--- src/rtl/uart_ext.sv ---
// UART with 1-char TX holding register, RX FIFO (first-word fall-through) and sticky error flags.
// Optional parity bit on TX and RX is compiled in with `define UART_EXT_PARITY_EN.
module uart_ext #(
    parameter int CLK_FREQ   = 100_000_000,
    parameter int BAUD_RATE  = 115200,
    parameter int DATA_BITS  = 8,
    parameter int STOP_BITS  = 1,
    parameter int RX_DEPTH   = 16,
    parameter int PARITY_ODD = 0,
    localparam int LW        = $clog2(RX_DEPTH) + 1
) (
    input  logic                 clk_i,
    input  logic                 rst_i,
    input  logic                 wr_i,
    input  logic [DATA_BITS-1:0] data_i,
    output logic                 tx_busy_o,
    input  logic                 rd_i,
    output logic [DATA_BITS-1:0] data_o,
    output logic                 rx_ready_o,
    output logic [LW-1:0]        rx_level_o,
    input  logic                 err_clr_i,
    output logic                 rx_frame_err_o,
    output logic                 rx_ovf_o,
    output logic                 rx_par_err_o,
    input  logic                 rxd_i,
    output logic                 txd_o
);
    localparam int BIT_CYC = CLK_FREQ / BAUD_RATE;
    localparam int DIVIDER = BIT_CYC - 1;
    localparam int CW      = (BIT_CYC > 2) ? $clog2(BIT_CYC) : 1;
    localparam int BW      = $clog2(DATA_BITS);
    localparam int PW      = $clog2(RX_DEPTH);
    localparam logic [CW-1:0] DIV_C     = CW'(DIVIDER);
    localparam logic [CW-1:0] HALF_C    = CW'(DIVIDER / 2);
    localparam logic [BW-1:0] LAST_BIT  = BW'(DATA_BITS - 1);
    localparam logic          LAST_STOP = (STOP_BITS == 2);
    localparam logic          ODD_C     = (PARITY_ODD != 0);
`ifdef UART_EXT_PARITY_EN
    localparam logic PAR_EN = 1'b1;
`else
    localparam logic PAR_EN = 1'b0;
`endif

    typedef enum logic [2:0] {IDLE, START, DATA, PARITY, STOP} state_t;

    state_t                 tx_state_q, tx_state_d;
    logic [CW-1:0]          tx_cnt_q, tx_cnt_d;
    logic [BW-1:0]          tx_bit_q, tx_bit_d;
    logic                   tx_stop_q, tx_stop_d;
    logic [DATA_BITS-1:0]   tx_shift_q, tx_shift_d;
    logic                   tx_par_q, tx_par_d;
    logic                   txd_q, txd_d;
    logic                   tx_busy_q, tx_busy_d;

    state_t                 rx_state_q, rx_state_d;
    logic [CW-1:0]          rx_cnt_q, rx_cnt_d;
    logic [BW-1:0]          rx_bit_q, rx_bit_d;
    logic                   rx_stop_q, rx_stop_d;
    logic [DATA_BITS-1:0]   rx_shift_q, rx_shift_d;
    logic                   rx_par_bad_q, rx_par_bad_d;
    logic                   rx_armed_q, rx_armed_d;
    logic                   rx_s1_q, rx_s2_q;
    logic                   push_req, frame_evt, par_evt;

    logic [DATA_BITS-1:0]   mem_q [RX_DEPTH];
    logic [PW-1:0]          wr_ptr_q, wr_ptr_d, rd_ptr_q, rd_ptr_d;
    logic [LW-1:0]          level_q, level_d;
    logic                   frame_err_q, frame_err_d, ovf_q, ovf_d, par_err_q, par_err_d;
    logic                   full, empty, push, pop, ovf_evt;

    always_comb begin
        tx_state_d = tx_state_q;
        tx_cnt_d   = tx_cnt_q;
        tx_bit_d   = tx_bit_q;
        tx_stop_d  = tx_stop_q;
        tx_shift_d = tx_shift_q;
        tx_par_d   = tx_par_q;
        txd_d      = txd_q;
        tx_busy_d  = tx_busy_q;
        if (tx_state_q == IDLE) begin
            if (wr_i) begin
                tx_shift_d = data_i;
                tx_par_d   = (^data_i) ^ ODD_C;
                tx_state_d = START;
                tx_cnt_d   = '0;
                txd_d      = 1'b0;
                tx_busy_d  = 1'b1;
            end
        end else if (tx_cnt_q != DIV_C) begin
            tx_cnt_d = tx_cnt_q + CW'(1);
        end else begin
            // Bit period elapsed: present the next bit on the line.
            tx_cnt_d = '0;
            case (tx_state_q)
                START: begin
                    tx_state_d = DATA;
                    tx_bit_d   = '0;
                    txd_d      = tx_shift_q[0];
                end
                DATA: begin
                    if (tx_bit_q == LAST_BIT) begin
                        if (PAR_EN) begin
                            tx_state_d = PARITY;
                            txd_d      = tx_par_q;
                        end else begin
                            tx_state_d = STOP;
                            tx_stop_d  = 1'b0;
                            txd_d      = 1'b1;
                        end
                    end else begin
                        tx_bit_d   = tx_bit_q + BW'(1);
                        tx_shift_d = tx_shift_q >> 1;
                        txd_d      = tx_shift_q[1];
                    end
                end
                PARITY: begin
                    tx_state_d = STOP;
                    tx_stop_d  = 1'b0;
                    txd_d      = 1'b1;
                end
                STOP: begin
                    if (tx_stop_q == LAST_STOP) begin
                        tx_state_d = IDLE;
                        tx_busy_d  = 1'b0;
                        txd_d      = 1'b1;
                    end else begin
                        tx_stop_d = 1'b1;
                    end
                end
                default: tx_state_d = IDLE;
            endcase
        end
    end

    always_comb begin
        rx_state_d   = rx_state_q;
        rx_cnt_d     = rx_cnt_q;
        rx_bit_d     = rx_bit_q;
        rx_stop_d    = rx_stop_q;
        rx_shift_d   = rx_shift_q;
        rx_par_bad_d = rx_par_bad_q;
        rx_armed_d   = rx_armed_q;
        push_req     = 1'b0;
        frame_evt    = 1'b0;
        par_evt      = 1'b0;
        case (rx_state_q)
            // After a framing error the line must be seen high before a new start is accepted.
            IDLE: begin
                rx_armed_d = rx_armed_q | rx_s2_q;
                if (rx_armed_q && !rx_s2_q) begin
                    rx_state_d = START;
                    rx_cnt_d   = '0;
                end
            end
            START: begin
                if (rx_cnt_q == HALF_C) begin
                    rx_cnt_d   = '0;
                    rx_bit_d   = '0;
                    rx_state_d = rx_s2_q ? IDLE : DATA;
                end else begin
                    rx_cnt_d = rx_cnt_q + CW'(1);
                end
            end
            default: begin
                if (rx_cnt_q != DIV_C) begin
                    rx_cnt_d = rx_cnt_q + CW'(1);
                end else begin
                    rx_cnt_d = '0;
                    case (rx_state_q)
                        DATA: begin
                            rx_shift_d = {rx_s2_q, rx_shift_q[DATA_BITS-1:1]};
                            if (rx_bit_q == LAST_BIT) begin
                                rx_stop_d    = 1'b0;
                                rx_par_bad_d = 1'b0;
                                rx_state_d   = PAR_EN ? PARITY : STOP;
                            end else begin
                                rx_bit_d = rx_bit_q + BW'(1);
                            end
                        end
                        PARITY: begin
                            rx_par_bad_d = rx_s2_q ^ (^rx_shift_q) ^ ODD_C;
                            rx_state_d   = STOP;
                        end
                        STOP: begin
                            if (!rx_s2_q) begin
                                frame_evt  = 1'b1;
                                rx_armed_d = 1'b0;
                                rx_state_d = IDLE;
                            end else if (rx_stop_q == LAST_STOP) begin
                                par_evt    = rx_par_bad_q;
                                push_req   = !rx_par_bad_q;
                                rx_state_d = IDLE;
                            end else begin
                                rx_stop_d = 1'b1;
                            end
                        end
                        default: rx_state_d = IDLE;
                    endcase
                end
            end
        endcase
    end

    // A pop in the same cycle frees the slot, so a push into a full FIFO still lands.
    always_comb begin
        empty       = (level_q == '0);
        full        = (level_q == LW'(RX_DEPTH));
        pop         = rd_i && !empty;
        push        = push_req && (!full || pop);
        ovf_evt     = push_req && full && !pop;
        wr_ptr_d    = wr_ptr_q + PW'(push);
        rd_ptr_d    = rd_ptr_q + PW'(pop);
        level_d     = level_q + LW'(push) - LW'(pop);
        frame_err_d = (frame_err_q & ~err_clr_i) | frame_evt;
        ovf_d       = (ovf_q & ~err_clr_i) | ovf_evt;
        par_err_d   = (par_err_q & ~err_clr_i) | par_evt;
    end

    always_ff @(posedge clk_i or posedge rst_i) begin
        if (rst_i) begin
            tx_state_q  <= IDLE;
            tx_cnt_q    <= '0;
            tx_bit_q    <= '0;
            tx_stop_q   <= 1'b0;
            txd_q       <= 1'b1;
            tx_busy_q   <= 1'b0;
            rx_state_q  <= IDLE;
            rx_cnt_q    <= '0;
            rx_bit_q    <= '0;
            rx_stop_q   <= 1'b0;
            rx_armed_q  <= 1'b1;
            rx_s1_q     <= 1'b1;
            rx_s2_q     <= 1'b1;
            wr_ptr_q    <= '0;
            rd_ptr_q    <= '0;
            level_q     <= '0;
            frame_err_q <= 1'b0;
            ovf_q       <= 1'b0;
            par_err_q   <= 1'b0;
        end else begin
            tx_state_q  <= tx_state_d;
            tx_cnt_q    <= tx_cnt_d;
            tx_bit_q    <= tx_bit_d;
            tx_stop_q   <= tx_stop_d;
            txd_q       <= txd_d;
            tx_busy_q   <= tx_busy_d;
            rx_state_q  <= rx_state_d;
            rx_cnt_q    <= rx_cnt_d;
            rx_bit_q    <= rx_bit_d;
            rx_stop_q   <= rx_stop_d;
            rx_armed_q  <= rx_armed_d;
            rx_s1_q     <= rxd_i;
            rx_s2_q     <= rx_s1_q;
            wr_ptr_q    <= wr_ptr_d;
            rd_ptr_q    <= rd_ptr_d;
            level_q     <= level_d;
            frame_err_q <= frame_err_d;
            ovf_q       <= ovf_d;
            par_err_q   <= par_err_d;
        end
    end

    always_ff @(posedge clk_i) begin
        tx_shift_q   <= tx_shift_d;
        tx_par_q     <= tx_par_d;
        rx_shift_q   <= rx_shift_d;
        rx_par_bad_q <= rx_par_bad_d;
        if (push) begin
            mem_q[wr_ptr_q] <= rx_shift_q;
        end
    end

    assign txd_o          = txd_q;
    assign tx_busy_o      = tx_busy_q;
    assign data_o         = empty ? '0 : mem_q[rd_ptr_q];
    assign rx_ready_o     = !empty;
    assign rx_level_o     = level_q;
    assign rx_frame_err_o = frame_err_q;
    assign rx_ovf_o       = ovf_q;
    assign rx_par_err_o   = PAR_EN ? par_err_q : 1'b0;
endmodule
--- config.mk ---
export PLATFORM = sky130hd
export DESIGN_NAME = uart_ext
export DESIGN_NICKNAME = d
export VERILOG_FILES = /design/src/rtl/uart_ext.sv
export SDC_FILE = /design/constraint.sdc
export NUM_CORES = 1
export LEC_CHECK = 0
export ABC_AREA = 1
export BUFFER_PORTS_ARGS = -buffer_cell sky130_fd_sc_hd__buf_2
export CORE_MARGIN = 2
export CORE_UTILIZATION = 55
export DETAILED_ROUTE_END_ITERATION = 10
export GPL_TIMING_DRIVEN = 0
export PLACE_DENSITY_LB_ADDON = 0.12
export REMOVE_ABC_BUFFERS = 1
export SYNTH_ARGS = -nofsm -noshare
export SYNTH_HDL_FRONTEND = slang
export SYNTH_SLANG_ARGS = --single-unit
--- constraint.sdc ---
create_clock -name clk_i -period 3.55 [get_ports clk_i]
set_input_delay 0.5325 -clock clk_i [delete_from_list [all_inputs] [get_ports clk_i]]
set_output_delay 0.5325 -clock clk_i [all_outputs]
set_load 0.005 [all_outputs]
== After elaboration in Yosys (flattened, before gate mapping) ==
Memory sizes are Yosys's and may differ from the RTL's.
Index checks and enable logic that the tools add are counted.

* Register bits: 71
* RAM bits: 128
* Input bits: 14
* Logic and storage cells: 182
* Memories kept: 1

* Add/subtract/negate cells: 8
* Eq/ne operators: 33
* Multiplexer cells: 69
* Bitwise logic cells: 13
* Reduce and logical (&&, ||, !) cells: 37

{| class="wikitable"
|+ Memories
! name !! depth !! width !! rd ports !! clocked after memory_dff !! wr ports !! RTL line !! text
|-
| mem_q || 16 || 8 || 1 || 0 || 1 || 65 || <nowiki>logic [DATA_BITS-1:0] mem_q [RX_DEPTH];</nowiki>
|}

{| class="wikitable"
|+ Operator list
! cell !! count
|-
| $mux 10 || 6
|-
| $mux 3 || 16
|-
| $mux 8 || 6
|-
| $reduce_and 4->1 || 8
|-
| $mux 1 || 29
|-
| $add 10x1->10 const B || 2
|-
| $ne 10x10->1 const B || 2
|-
| $pmux 10 s2 || 1
|-
| $ne 2x2->1 const B || 9
|-
| $pmux 3 s2 || 3
|-
| $reduce_and 5->1 || 3
|-
| $reduce_bool 2->1 || 7
|-
| $eq 3x2->1 const B || 4
|-
| $eq 3x3->1 const B || 4
|-
| $pmux 3 s4 || 1
|-
| $eq 10x9->1 const B || 1
|-
| $ne 2x1->1 const B || 5
|-
| $pmux 3 s3 || 1
|-
| $add 4x1->4 || 2
|-
| $reduce_xor 8->1 || 1
|-
| $not 1->1 || 7
|-
| $add 3x1->3 const B || 2
|-
| $eq 3x1->1 const B || 2
|-
| $logic_not 3->1 || 2
|-
| other kinds (22) || 36
|}

== Depth between registers and ports, before layout ==
* Depth in word-level cells: 9
* Mapped depth: 16
* Depth with buffers taken out: 16

== Worst setup path after synthesis ==
No wires, ideal clock.

* Path type: reg-to-reg
* Start point: reg level_q[3] (netlist: rx_level_o[3])
* End point: reg level_q[4] (netlist: rx_level_o[4])
* Data arrival time: 2660 ps
* Data required time: 3471 ps
* Slack: 811 ps
* Stages on the path, launching flop included: 17
* Period minus slack after synthesis: 2739 ps
* Path through: dfrtp_1 -> inv_1 -> ha_1 -> nor3b_1 -> inv_1 -> nor2_2 -> inv_1 -> nand2_1 -> inv_1 -> ha_1 -> inv_1 -> ha_1 -> fa_1 -> a21oi_1 -> nor2_1 -> nor2_1 -> xor2_1

* Longest elaborated chain between the ends: 7

{| class="wikitable"
|+ RTL lines
! element !! RTL line !! text
|-
| start, declared || 67 || <nowiki>logic [LW-1:0] level_q, level_d;</nowiki>
|-
| start signal, assigned || 256 || <nowiki>level_q <= level_d;</nowiki>
|-
| $logic_not 5->1 * || 206 || <nowiki>empty = (level_q == '0);</nowiki>
|-
| $logic_not 1->1 * || -- ||
|-
| named net rx_ready_o || 19 || <nowiki>output logic rx_ready_o,</nowiki>
|-
| $logic_and 1x1->1 * || 208 || <nowiki>pop = rd_i && !empty;</nowiki>
|-
| $logic_or 1x1->1 || 209 || <nowiki>push = push_req && (!full || pop);</nowiki>
|-
| $logic_and 1x1->1 || 209 ||
|-
| $add 5x1->5 || 213 || <nowiki>level_d = level_q + LW'(push) - LW'(pop);</nowiki>
|-
| $sub 5x1->5 * || 213 ||
|-
| named net level_d[4] || 67 ||
|}

Mark *: on every way through the listed nets, which the timed path passes. The rest lies on a longest branch.
A chain may end at the register's enable or synchronous reset.

== Worst setup path in the final report ==
* Start point: reg rd_ptr_q[1]
* End point: out data_o[4]

* Longest elaborated chain between the ends: 2

{| class="wikitable"
|+ RTL lines
! element !! RTL line !! text
|-
| start, declared || 66 || <nowiki>logic [PW-1:0] wr_ptr_q, wr_ptr_d, rd_ptr_q, rd_ptr_d;</nowiki>
|-
| start signal, assigned || 255 || <nowiki>rd_ptr_q <= rd_ptr_d;</nowiki>
|-
| $mem_v2 16x8 || -- ||
|-
| $mux 8 || 275 || <nowiki>assign data_o = empty ? '0 : mem_q[rd_ptr_q];</nowiki>
|-
| end, declared || 18 || <nowiki>output logic [DATA_BITS-1:0] data_o,</nowiki>
|}

No other way between the ends.

==> results.md <==
* Critical path's slowest cell: dfrtp_2
* Area grow syn2layout at 10.87%
* FF+latch area at 0.005663 sq mm
* Setup Skew at 10.19 ps
* TritonCTS Buffers at 17
* Detailed Route WL at 18450 um
* Die X at 131.4 um
* Nets@finish at 935
* Worst path arrival time at 2840 ps
* CTS tree: built
* Pleak at 4.058 nW
* 1st-iter DRT viols at 577
* Initial antenna violation count at 0
* Row count at 46
* Synth warnings at 0
* H-Tree Depth at 4
* Util after Layout at 62.28%
* Crit path cell chain: clkinvlp_4 -> nand3_1 -> nand3_1 -> nand2_1 -> nand2_1 -> a21oi_1 -> buf_2
* Peak VDD IR at 0.0004689 V
* Post-route ant nets at 0
* Worst slew margin at 26.58%
* Commonest non-fill, non-tap cell in the layout: nand2_1
* Gp weighted congestion at 0.8283
* Slew Viols, Final at 0
* Core Region at 0.01589 sq mm
* Antenna Cells at 0
* Final Hold Viols at 0
* DIE AREA at 0.01726 sq mm
* Clock latency on the worst-skew pair at 430 ps
* First-pass GRT wire length at 30290 um
* Dpl cells at 1099
* Clk slew on worst S/H paths at 70 ps
* Grt ovf at 0
* HPWL after DPL at 11660 um
* Wire per inst at 16.30 um
* Multi-input logic area at 0.002897 sq mm
* CP startpoint kind: flop
* Slew @ Worst Pin at 1093 ps
* Cells after Synth at 877
* Post-Syn Area at 0.008924 sq mm
* Placement Cell Area at 0.009268 sq mm
* Design Power at 7.050 mW
* Vias at 6172
* TNS Setup at 0 ps
* Design area at 0.009893 sq mm
* Commonest non-fill, non-tap cells in the layout: 287 x nand2_1, 145 x edfxtp_1, 116 x nand3_1, 56 x inv_1, 54 x nor2_1
* #FFs+latches synth at 197
* Share of layout cells above drive strength 1 at 11.14%
* Filler instances at 1333
* Post-synth EDFFs at 145
* Status: complete, no violations
* Vias in the first global route at 6076
* Post-synthesis async set-or-reset flop share at 26.40%
* CP required at 3020 ps
* Starting Density at 56.18%
* Tcrit/Tclk final at 95.06%
* Pwr dens at 712.6 mW/mm^2
* Fin cells at 1132
* Top_reg_cell synth: edfxtp_1
* All-Layer GR Usage at 22.33%
* Port Buffer Count at 31
* Setup slack after layout at 175.5 ps
* Clock Sinks at 197
* Avg Inst Size Synth at 10.18 sq um
* Crit end category: output port
* # Post-CTS Setup Buffers at 0
* Slowest stage delay, CP at 900 ps
* Largest net degree at the start of global routing at 65
* HP Class: in2async
* Hold Worst Slack at 25.16 ps
* DRC at 0
* Min cycle time layout at 3375 ps
* Post-synthesis sequential area ratio at 63.43%
* Pre-CTS worst setup slack at -52.30 ps
* Root Buffer Master: clkbuf_16
* Max Clk Rate at 296.3 MHz
* Max Buffers Root-to-Sink at 2
* Initial DRT Pass Iterations at 5
* Final Setup Violations at 0
* Die Ht at 131.4 um
* Synth unique cells at 38
* Unrepaired setup endpoints after global routing: false
* Vias per cell at 5.452
* I/O pin total at 33
* Critical path class: reg2out
* Critical path peak fanout at 35
* Maxcap violations at 0
[worst max-delay path: cells and delay by family, from the launching register on]
family                 cells  cell delay, ps
AO/OA/AOI/OAI              1             190
AND/OR/NAND/NOR            4             530
flip-flops                 1             900
buffers and inverters      2             780
[path summary, 6_finish.rpt]
path,cells after the start,from,end,slack [ps]
worst max-delay path,7,rd_ptr_q[1],data_o[4],180
worst min-delay path,2,rst_i,tx_cnt_q[7],30
min in group clk_i,1,rxd_i,rx_s1_q,190
worst min register to register,0,rx_s1_q,rx_s2_q,360
worst max register to register,16,rx_level_o[3],rx_level_o[4],290
max in group asynchronous,3,rst_i,rx_armed_q,2960
[where the power goes]
group | switching [mW] | leakage (nW) | internal [mW]
clock | 0.838 | 0.305 | 1.13
combinational | 1.41 | 1.78 | 0.734
sequential | 0.297 | 1.97 | 2.63
[cell usage after synthesis (5+ instances only)]
library cell / instances / area share [%]
nand4_1: 12 / 0.84
nor2_1: 54 / 2.3
a21oi_1: 16 / 0.90
nor3_1: 6 / 0.34
nand3_1: 116 / 6.5
dfrtp_1: 48 / 13
ha_1: 17 / 2.4
clkbuf_1: 12 / 0.50
xor2_1: 17 / 1.7
o21ai_0: 18 / 1.0
inv_1: 58 / 2.4
inv_2: 5 / 0.21
nand2_1: 287 / 12
edfxtp_1: 145 / 49
buf_2: 14 / 0.79
[cell families (layout without fill, tap and decap cells)]
| family | after synthesis | in the layout | synth area share [%] |
|---|---|---|---|
| AO/OA/AOI/OAI | 48 | 48 | 2.973 |
| buffers and inverters | 92 | 131 | 4.108 |
| XOR/XNOR | 20 | 20 | 1.963 |
| flip-flops | 197 | 197 | 63.43 |
| AND/OR/NAND/NOR | 501 | 501 | 24.87 |
| other | 1 | 1 | 0.04202 |
| adder cells (fa/ha/maj) | 18 | 18 | 2.608 |
[flip-flops by register name, summed over array words and instances, names as in the netlist]
register / cells
mem_q: 128
rx_cnt_q: 10
tx_cnt_q: 10
rx_shift_q: 8
tx_shift_q: 8
rx_level_o: 5
rd_ptr_q: 4
wr_ptr_q: 4
rx_bit_q: 3
rx_state_q: 3
tx_bit_q: 3
tx_state_q: 3
rx_armed_q: 1
rx_frame_err_o: 1
rx_ovf_o: 1
rx_par_bad_q: 1
rx_s1_q: 1
rx_s2_q: 1
tx_busy_o: 1
txd_o: 1
[what timing repair did]
action | CTS | global route
gates resized for setup | 2 | 2
hold buffers | 0 | 0
gates cloned | 0 | 1
setup endpoints to repair | 8 | 8
pin swaps | 0 | 0
[layout make-up]
| cell class | count | share of cell area, % |
|---|---|---|
| Timing Repair inverter | 1 | 0.07588 |
| Inverter | 65 | 2.529 |
| Clock inverter | 14 | 1.733 |
| Timing Repair Buffer | 33 | 1.973 |
| Tap cell | 216 | 2.732 |
| Sequential cell | 197 | 57.24 |
| Multi-Input combinational cell | 588 | 29.28 |
| Clock buffer | 18 | 4.439 |
[layer usage]
layer	GRT usage (%)	wire, um	vias to the layer above
met3	4.167	1006	26
li1	-	-	2991
met5	0	0	-
met2	37.34	9070	177
met4	7.367	326	0
met1	29.74	8049	2978
(Power assumes the default switching activity.)
